<file path="src/rtl/pe_result_drain_if.sv">
// pe_result_drain_if: groups the result-stream input, the output-FIFO write
// port and the drop/frame status of pe_result_drain.
//   din / din_v        result word and valid from the last PE (no stall path)
//   fifo_din / _wr_en  write port of the output FIFO
//   fifo_full          output FIFO full flag
//   overflow           sticky "a word was dropped since reset"
//   drop_count         saturating dropped-word count
//   frame_count        completed frames (wraps)
// Modports: slave = the drain block, master = whoever drives the PE side,
// the FIFO flag and observes the status.
interface pe_result_drain_if #(
  parameter int DATA_WIDTH = 32
);
  logic [DATA_WIDTH-1:0] din;
  logic                  din_v;
  logic [DATA_WIDTH-1:0] fifo_din;
  logic                  fifo_wr_en;
  logic                  fifo_full;
  logic                  overflow;
  logic [15:0]           drop_count;
  logic [23:0]           frame_count;

  modport slave (
    input  din, din_v, fifo_full,
    output fifo_din, fifo_wr_en, overflow, drop_count, frame_count
  );

  modport master (
    output din, din_v, fifo_full,
    input  fifo_din, fifo_wr_en, overflow, drop_count, frame_count
  );
endinterface

</file>
<file path="src/rtl/pe_result_drain.sv">
// pe_result_drain: receives the un-stallable result stream of the last PE,
// buffers it in a 2**BUF_AW-entry first-word-fall-through elastic buffer and
// writes it into the output FIFO whenever that FIFO is not full. Words that
// arrive with the buffer full (and no pop on the same edge) are dropped and
// counted.
// Optional macro RESULT_TRAILER_EN: after every FRAME_LEN data words a trailer
// {TRAILER_TAG, frame_count} is written (DATA_WIDTH must then be 32). Without
// it the block is a pure buffered pass-through and frame_count reads 0.
// Ports:
//   bus_clk  clock, rising edge
//   rst      asynchronous active-high reset
//   bus      pe_result_drain_if.slave (stream in, FIFO write port, status)
//
// state   | meaning
// DATA    | forwarding buffered data words to the FIFO
// TRAILER | writing the frame trailer word; buffer still accepts input
module pe_result_drain #(
  parameter int         DATA_WIDTH  = 32,
  parameter int         BUF_AW      = 4,
  parameter int         FRAME_LEN   = 64,
  parameter logic [7:0] TRAILER_TAG = 8'hA5
) (
  input  logic            bus_clk,
  input  logic            rst,
  pe_result_drain_if.slave bus
);
  localparam int DEPTH = 2 ** BUF_AW;
  localparam logic [0:0] S_DATA = 1'b0;

  logic [DATA_WIDTH-1:0] r_mem [DEPTH];
  logic [BUF_AW-1:0]     r_wr_ptr;
  logic [BUF_AW-1:0]     r_rd_ptr;
  logic [BUF_AW:0]       r_count;
  logic                  r_overflow;
  logic [15:0]           r_drop_count;

  logic                  w_buf_empty;
  logic                  w_buf_full;
  logic                  w_push;
  logic                  w_pop;
  logic                  w_drop;
  logic                  w_wr_en;
  logic [DATA_WIDTH-1:0] w_dout;
  logic [0:0]            w_state;

  assign w_buf_empty = (r_count == '0);
  assign w_buf_full  = (r_count == (BUF_AW+1)'(DEPTH));

`ifdef RESULT_TRAILER_EN
  localparam logic [0:0] S_TRAILER = 1'b1;
  logic [0:0]  r_state;
  logic [15:0] r_word_cnt;
  logic [23:0] r_frame_count;

  assign w_state = r_state;

  always_ff @(posedge bus_clk or posedge rst) begin
    if (rst) begin
      r_state       <= S_DATA;
      r_word_cnt    <= '0;
      r_frame_count <= '0;
    end else if (w_wr_en) begin
      if (r_state == S_TRAILER) begin
        r_frame_count <= r_frame_count + 24'd1;
        r_state       <= S_DATA;
      end else if (r_word_cnt == 16'(FRAME_LEN - 1)) begin
        r_word_cnt <= '0;
        r_state    <= S_TRAILER;
      end else begin
        r_word_cnt <= r_word_cnt + 16'd1;
      end
    end
  end

  assign bus.frame_count = r_frame_count;
`else
  // Framing parameters only matter when trailers are built in.
  logic w_unused_cfg;
  assign w_unused_cfg    = ^{TRAILER_TAG, 32'(FRAME_LEN)};
  assign w_state         = S_DATA;
  assign bus.frame_count = '0;
`endif

  // Outputs are forced quiet while rst is high, not just from the next edge.
  always_comb begin
    w_wr_en = 1'b0;
    w_dout  = r_mem[r_rd_ptr];
    w_pop   = 1'b0;
    if (rst) begin
      w_dout = '0;
`ifdef RESULT_TRAILER_EN
    end else if (w_state == S_TRAILER) begin
      w_wr_en = !bus.fifo_full;
      w_dout  = DATA_WIDTH'({TRAILER_TAG, r_frame_count});
`endif
    end else if (w_state == S_DATA) begin
      w_wr_en = !w_buf_empty && !bus.fifo_full;
      w_pop   = w_wr_en;
    end
  end

  // A pop on the same edge frees the slot, so a full buffer can still accept.
  assign w_push = bus.din_v && (!w_buf_full || w_pop);
  assign w_drop = bus.din_v && w_buf_full && !w_pop;

  always_ff @(posedge bus_clk) begin
    if (w_push) r_mem[r_wr_ptr] <= bus.din;
  end

  always_ff @(posedge bus_clk or posedge rst) begin
    if (rst) begin
      r_wr_ptr     <= '0;
      r_rd_ptr     <= '0;
      r_count      <= '0;
      r_overflow   <= 1'b0;
      r_drop_count <= '0;
    end else begin
      if (w_push) r_wr_ptr <= r_wr_ptr + BUF_AW'(1);
      if (w_pop)  r_rd_ptr <= r_rd_ptr + BUF_AW'(1);
      case ({w_push, w_pop})
        2'b10:   r_count <= r_count + (BUF_AW+1)'(1);
        2'b01:   r_count <= r_count - (BUF_AW+1)'(1);
        default: r_count <= r_count;
      endcase
      if (w_drop) begin
        r_overflow <= 1'b1;
        if (r_drop_count != 16'hFFFF) r_drop_count <= r_drop_count + 16'd1;
      end
    end
  end

  assign bus.fifo_wr_en = w_wr_en;
  assign bus.fifo_din   = w_dout;
  assign bus.overflow   = r_overflow;
  assign bus.drop_count = r_drop_count;
endmodule

</file>
<file path="src/flat_wrapper.sv">
// flat-port wrapper written by rule: the top's interface ports become plain ports
module pe_result_drain_flat 
#(
  parameter int         DATA_WIDTH  = 32,
  parameter int         BUF_AW      = 4,
  parameter int         FRAME_LEN   = 64,
  parameter logic [7:0] TRAILER_TAG = 8'hA5
)
  (bus_clk, rst, bus_din, bus_din_v, bus_fifo_full, bus_fifo_din, bus_fifo_wr_en, bus_overflow, bus_drop_count, bus_frame_count);
  pe_result_drain_if #(.DATA_WIDTH(DATA_WIDTH)) bus_i ();
  input  logic bus_clk;
  input  logic rst;
  input wire logic [$bits(bus_i.din)-1:0] bus_din;
  input wire logic [$bits(bus_i.din_v)-1:0] bus_din_v;
  input wire logic [$bits(bus_i.fifo_full)-1:0] bus_fifo_full;
  output wire logic [$bits(bus_i.fifo_din)-1:0] bus_fifo_din;
  output wire logic [$bits(bus_i.fifo_wr_en)-1:0] bus_fifo_wr_en;
  output wire logic [$bits(bus_i.overflow)-1:0] bus_overflow;
  output wire logic [$bits(bus_i.drop_count)-1:0] bus_drop_count;
  output wire logic [$bits(bus_i.frame_count)-1:0] bus_frame_count;
  assign bus_i.din = bus_din;
  assign bus_i.din_v = bus_din_v;
  assign bus_i.fifo_full = bus_fifo_full;
  assign bus_fifo_din = bus_i.fifo_din;
  assign bus_fifo_wr_en = bus_i.fifo_wr_en;
  assign bus_overflow = bus_i.overflow;
  assign bus_drop_count = bus_i.drop_count;
  assign bus_frame_count = bus_i.frame_count;
  pe_result_drain #(.DATA_WIDTH(DATA_WIDTH), .BUF_AW(BUF_AW), .FRAME_LEN(FRAME_LEN), .TRAILER_TAG(TRAILER_TAG)) u_core (.bus_clk(bus_clk), .rst(rst), .bus(bus_i));
endmodule
</file>
<file path="config.mk">
export PLATFORM = sky130hd
export DESIGN_NAME = pe_result_drain_flat
export DESIGN_NICKNAME = d
export VERILOG_FILES = /design/src/rtl/pe_result_drain_if.sv /design/src/rtl/pe_result_drain.sv /design/src/flat_wrapper.sv
export SDC_FILE = /design/constraint.sdc
export NUM_CORES = 1
export LEC_CHECK = 0
export CAP_MARGIN = 5
export CORE_MARGIN = 2
export CORE_UTILIZATION = 45
export DETAILED_ROUTE_END_ITERATION = 12
export GPL_ROUTABILITY_DRIVEN = 0
export SETUP_SLACK_MARGIN = 0.02
export SLEW_MARGIN = 0
export SYNTH_ARGS = -nofsm -noshare
export SYNTH_HDL_FRONTEND = slang
export SYNTH_SLANG_ARGS = --single-unit
export TNS_END_PERCENT = 1
</file>
<file path="constraint.sdc">
create_clock -name bus_clk -period 5.81 [get_ports bus_clk]
set_input_delay 1.162 -clock bus_clk [delete_from_list [all_inputs] [get_ports bus_clk]]
set_output_delay 1.162 -clock bus_clk [all_outputs]
set_load 0.05 [all_outputs]
</file>
==> results of run 1 <==
## state kept, by name, summed over array words and instances, names as in the netlist
| register | cells |
|---|---|
| u_core.r_count | 5 |
| u_core.r_rd_ptr | 4 |
| u_core.bus.overflow | 1 |
| u_core.bus.drop_count | 16 |
| u_core.r_mem | 512 |
| u_core.r_wr_ptr | 4 |
## critical path, delay by kind of cell (launching register included)
kind                   cells  cell delay, ps
muxes                      2             960
AOI/OAI and AO/OA          1             190
buffers and inverters      2             930
DFF                        1             650
## per-layer routing
metal  share of wire  up-vias
li1                -     4244
met1            0.44     5101
met2            0.50      191
met3           0.041       52
met4           0.018        2
met5         0.00029        -
## logic make-up after synthesis
logic type	share of synthesized area
DFF	0.760
muxes	0.168
buffers and inverters	0.0204
and+or+nand+nor	0.0244
AOI/OAI and AO/OA	0.0129
xor gates and xnor gates	0.0103
adders and majority gates	0.00413
other	0.000177
## path summary, 6_finish.rpt
path | startpoint | to | slack [ps]
setup / recovery | u_core.r_rd_ptr[0] | bus_fifo_din[19] | 1290
hold / removal | u_core.bus.overflow | u_core.bus.overflow | 470
setup reg to reg | u_core.r_count[1] | u_core.r_mem[7][2] | 2620
hold reg to reg | u_core.bus.overflow | u_core.bus.overflow | 470
max in group asynchronous | rst | u_core.r_rd_ptr[0] | 4360
min in group asynchronous | rst | u_core.r_rd_ptr[2] | 1130
## Yosys cell counts, types with 9 or more instances
| library cell | count | area [sq um] |
|---|---|---|
| o22ai_1 | 32 | 200 |
| dfrtp_1 | 30 | 751 |
| mux4_2 | 128 | 2880 |
| nand3_1 | 9 | 45.0 |
| xnor2_1 | 9 | 78.8 |
| xor2_1 | 16 | 140 |
| and2_1 | 12 | 75.1 |
| mux2i_1 | 65 | 651 |
| buf_2 | 16 | 80.1 |
| buf_4 | 24 | 180 |
| inv_1 | 10 | 37.5 |
| buf_1 | 10 | 37.5 |
| clkbuf_1 | 20 | 75.1 |
| edfxtp_1 | 512 | 15400 |
## cell type report
cell class | instances | share of cell area
Timing Repair Buffer | 100 | 0.0529
Clock buffer | 74 | 0.0594
Inverter | 10 | 0.00152
Multi-Input combinational cell | 374 | 0.194
Sequential cell | 542 | 0.653
Tap cell | 607 | 0.0307
Clock inverter | 24 | 0.00830
## stage by stage
stage	cell area [sq um]	hold WS, ps	total power, mW	setup WS (ps)	utilization
after floorplan	21300	459	7.58	1560	-
after global placement	23000	447	8.98	1450	0.495
after detailed placement	23000	452	9.01	1400	0.495
after CTS	24700	470	12.4	1170	0.531
after global routing	24700	507	12.7	1060	0.531
final	24700	466	12.2	1290	0.531
## where the power goes
part	leakage [nW]	internal (mW)	total (mW)	switching, mW
sequential	5.01	4.72	5.07	0.346
combinational	2.28	1.77	3.77	2.00
clock	0.813	1.90	3.33	1.43
==> metrics.yaml, run 1 <==
met2_usage: 0.294
synth-seq-area-share: 0.760
crit_chain: "buf_4 -> mux4_2 -> mux2i_1 -> o22ai_1 -> buf_12"
numCtsBuffers: 55
die_area_sq_mm: 0.0489
yosysWarnings: 0
fin_cells: 1731
antenna_found_initial: 1
final_common_cell: "edfxtp_1"
syn_inst: 975
io_buffers: 85
max_stage_delay_ps: 700
clock-sinks: 542
cp.arrival_ps: 3360
top_usage_layer: "met2"
fin_setup_tns_ps: 0
ant_nets: 0
vias: 9590
first_pass_iters: 6
ctsHoldBuffers: 0
clock-root-buffer: "clkbuf_16"
critical_path_class: "flip-flop to output port"
use_met3: 0.0340
hp-class: "flip-flop to flip-flop"
grt_pass1_vias: 10200
die_w_um: 221
path_max_fanout: 37
dieHeight_um: 221
synth_edf_count: 512
maxSlewHeadroom: 0.252
setup_violations: 0
avgViaCountPerCell: 5.54
multiInputGateArea_sq_mm: 0.00480
required_ps: 4650
fin_worst_skew_ps: 27.1
period_share: 0.777
clk_pin_slew_worst_paths_ps: 60
met1_usage: 0.232
crit_slowest_cell: "buf_4"
row_count: 79
rr_worst_depth: 5
syn_area_per_cell_sq_um: 21.8
antenna_cells: 0
hold_violations: 0
final_cell_mix: "512 x edfxtp_1, 128 x mux4_2, 65 x mux2i_1"
min_path_cells: 1
wl_per_cell_um: 24.2
grt_pass1_wl_mm: 63.9
min_period_ps: 4520
cp-end-kind: "output port"
core_sq_mm: 0.0466
netlist-cell-type-count: 41
yosys_register_bits: 542
status: "finished, final reports clean"
cts.repair.resized: 0
clock_path_buffers: 3
ioPinCount: 110
postCtsSetupRepairBufs: 0
start_kind: "flip-flop"
peakVddDrop_mv: 0.322
clk_latency_ps: 600
p_leak_nw: 8.10
routed_wl_mm: 41.9
overflow: 0
max_cap_violations: 0
grtUsageTotal: 0.173
power.density_mw_per_mm2: 492
n_fill_cell: 3603
seq_area_sq_mm: 0.0161
max_slew.worst_pin.slew_ps: 1120
synth-main-ff-cell: "edfxtp_1"
syn_area_sq_mm: 0.0212
initial_core_util: 0.456
async_flop_share: 0.0554
numPlacedInstances: 1633
grt_max_degree: 50
rsz0062_at_grt: "no"
drive_gt1_frac: 0.250
cts_tree: "built"
area.growth.synth_to_final_pct: 16.5
drc: 0
hpwl_mm: 23.1
htree_levels: 2
slew_violations: 0
drt_iter0_drc: 827
clock.fmax_ghz: 0.221
fin_nets: 1126
No activity file was read; power rests on OpenSTA's default activity.
==> inputs of run 2 (changes only) <==
--- a/config.mk
+++ b/config.mk
@@ -10,6 +10,7 @@
 export CORE_UTILIZATION = 45
 export DETAILED_ROUTE_END_ITERATION = 12
 export GPL_ROUTABILITY_DRIVEN = 0
+export PLACE_DENSITY = 0.65
 export SETUP_SLACK_MARGIN = 0.02
 export SLEW_MARGIN = 0
 export SYNTH_ARGS = -nofsm -noshare
==> constraint.sdc (replaced) <==
create_clock -name bus_clk -period 3.8 [get_ports bus_clk]
set_input_delay 0.76 -clock bus_clk [delete_from_list [all_inputs] [get_ports bus_clk]]
set_output_delay 0.76 -clock bus_clk [all_outputs]
set_load 0.05 [all_outputs]
==> metrics.yaml, run 2 (same netlist as run 1, synthesis figures left out) <==
numPlacedInstances: 1673  # +2.4%
p_leak_nw: 8.49  # +4.7%
drive_gt1_frac: 0.287  # +0.0373
peakVddDrop_mv: 0.612  # +90%
overflow: 0  # unchanged
core_sq_mm: 0.0466  # unchanged
cp-end-kind: "output port"
clock_path_buffers: 3  # unchanged
fin_worst_skew_ps: 22.2  # -4.98 ps
htree_levels: 2  # unchanged
die_w_um: 221  # unchanged
cts_tree: "built"
cp.arrival_ps: 2790  # -570 ps
period_share: 0.935
final_cell_mix: "512 x edfxtp_1, 128 x mux4_2, 65 x mux2i_1"
r2r_end: "u_core.r_mem[8][21]"
avgViaCountPerCell: 5.54  # about the same
top_register: "u_core.r_mem"
io_buffers: 85  # unchanged
start_kind: "flip-flop"
slew_violations: 0  # unchanged
hp-class: "flip-flop to flip-flop"
finish.utilization: 0.547  # +0.0157
fin_nets: 1167  # +3.6%
hpwl_mm: 25.9  # +12%
clk_latency_ps: 590  # about the same
numCtsBuffers: 54  # -1.8%
clock-sinks: 542  # unchanged
die_area_sq_mm: 0.0489  # unchanged
first_pass_iters: 5  # -1
max_slew.worst_pin.slew_ps: 770  # -352 ps
comb_power_share: 0.326  # +0.016
clock-root-buffer: "clkbuf_16"
grt_pass1_vias: 10500  # +2.6%
power.density_mw_per_mm2: 761  # +55%
crit-reg2reg-launch: "u_core.r_count[1]"
antenna_cells: 0  # unchanged
clock.fmax_ghz: 0.281
ioPinCount: 110  # unchanged
ctsHoldBuffers: 0  # unchanged
vias: 9829  # +2.5%
rr_worst_depth: 6  # +1
startpoint: "u_core.r_rd_ptr[2]"
min_path_cells: 1  # unchanged
fin_cells: 1773  # +2.4%
initial_core_util: 0.456  # unchanged
rsz0062_at_grt: "no"
grt_pass1_wl_mm: 66.5  # +4.1%
area.growth.synth_to_final_pct: 19.9
path_max_fanout: 31  # -16%
holdPathEnd: "u_core.bus.drop_count[14]"
drc: 0  # unchanged
p_sw_mw: 5.85  # +55%
status: "finished, final reports clean"
wl_per_cell_um: 24.8  # +2.8%
regToRegSetupSlack_ps: 1310  # -1310 ps
total_power_mw: 19.4  # +59%
drt_iter0_drc: 935  # +13%
n_fill_cell: 3471  # -3.7%
switching_share: 0.302  # -0.00841
hold_violations: 0  # unchanged
fin_setup_tns_ps: 0  # unchanged
ant_nets: 0  # unchanged
clkPwrFrac: 0.284  # +0.010
required_ps: 3040  # -1610 ps
setup_violations: 0  # unchanged
grtUsageTotal: 0.182  # +0.00871
largest_reg_flops: 512  # unchanged
pwr-share-seq: 0.391  # -0.025
worstHoldStart: "u_core.bus.drop_count[14]"
finalHoldWorstSlack_ps: 496  # +29.5 ps
grt_max_degree: 54  # +8.0%
critical_path_class: "flip-flop to output port"
maxSlewHeadroom: 0.487  # +0.235
antenna_found_initial: 1  # unchanged
clk_pin_slew_worst_paths_ps: 60  # about the same
dieHeight_um: 221  # unchanged
p_int_mw: 13.5  # +61%
routed_wl_mm: 44.1  # +5.3%
row_count: 79  # unchanged
max_cap_violations: 0  # unchanged
final_common_cell: "edfxtp_1"
min_period_ps: 3550
-- run 2: cell count changes in the layout (fill, tap and decap cells not counted), sizes merged --
cell           change
bufinv             +5
clkbuf             -3
buf               +43
clkdlybuf4s50      -1
clkinv             -2
-- run 2: power by group through the flow --
| stage | combinational, mW | sequential [mW] | clock, mW |
|---|---|---|---|
| after floorplan | 4.05 | 7.53 | 0 |
| after global placement | 6.36 | 7.70 | 0 |
| after detailed placement | 6.36 | 7.74 | 0 |
| after CTS | 6.44 | 7.57 | 5.61 |
| after global routing | 6.70 | 7.62 | 5.84 |
| final | 6.31 | 7.57 | 5.50 |
-- run 2: final cells by class --
type / instances / area (sq um) / share of cell area
inverters: 10 / 37.5 / 0.00147
well taps: 607 / 759 / 0.0298
flip-flops and latches: 542 / 16100 / 0.634
multi-input cells: 374 / 4800 / 0.189
clock buffers: 71 / 1520 / 0.0596
clock inverters: 27 / 339 / 0.0133
repair buffers: 142 / 1860 / 0.0731
-- run 2: through the flow --
| stage | instance area, sq um | setup slack (ps) |
|---|---|---|
| after global routing | 25500 | 110 |
| final | 25500 | 245 |
| after floorplan | 21300 | 286 |
| after CTS | 25500 | 159 |
| after global placement | 23600 | 393 |
| after detailed placement | 23600 | 374 |
-- run 2: worst max-delay path: stages, from the launching register on --
cell and delay (ps):
dfrtp_4 740, buf_12 280, mux4_2 340, mux2i_1 410, o22ai_1 200, buf_12 210
-- run 2: worst max path at each step --
stage,end
2_1_floorplan,u_core.r_mem[4][0]
3_3_place_gp,bus_fifo_din[8]
3_5_place_dp,bus_fifo_din[9]
4_1_cts,bus_fifo_din[15]
5_1_grt,bus_fifo_din[22]
6_report,bus_fifo_din[15]
-- run 2: metal layers --
| layer | vias up | GRT usage | part of all wire |
|---|---|---|---|
| met3 | 69 | 0.0305 | 0.045 |
| li1 | 4319 | - | - |
| met5 | - | 0 | 0.00025 |
| met1 | 5204 | 0.249 | 0.43 |
| met4 | 2 | 0.0556 | 0.025 |
| met2 | 235 | 0.302 | 0.50 |
-- run 2: repair_timing --
item	in CTS	in global routing
setup endpoints to repair	4	0
hold endpoints to repair	0	0
setup buffers	2	0
gates resized for setup	0	0
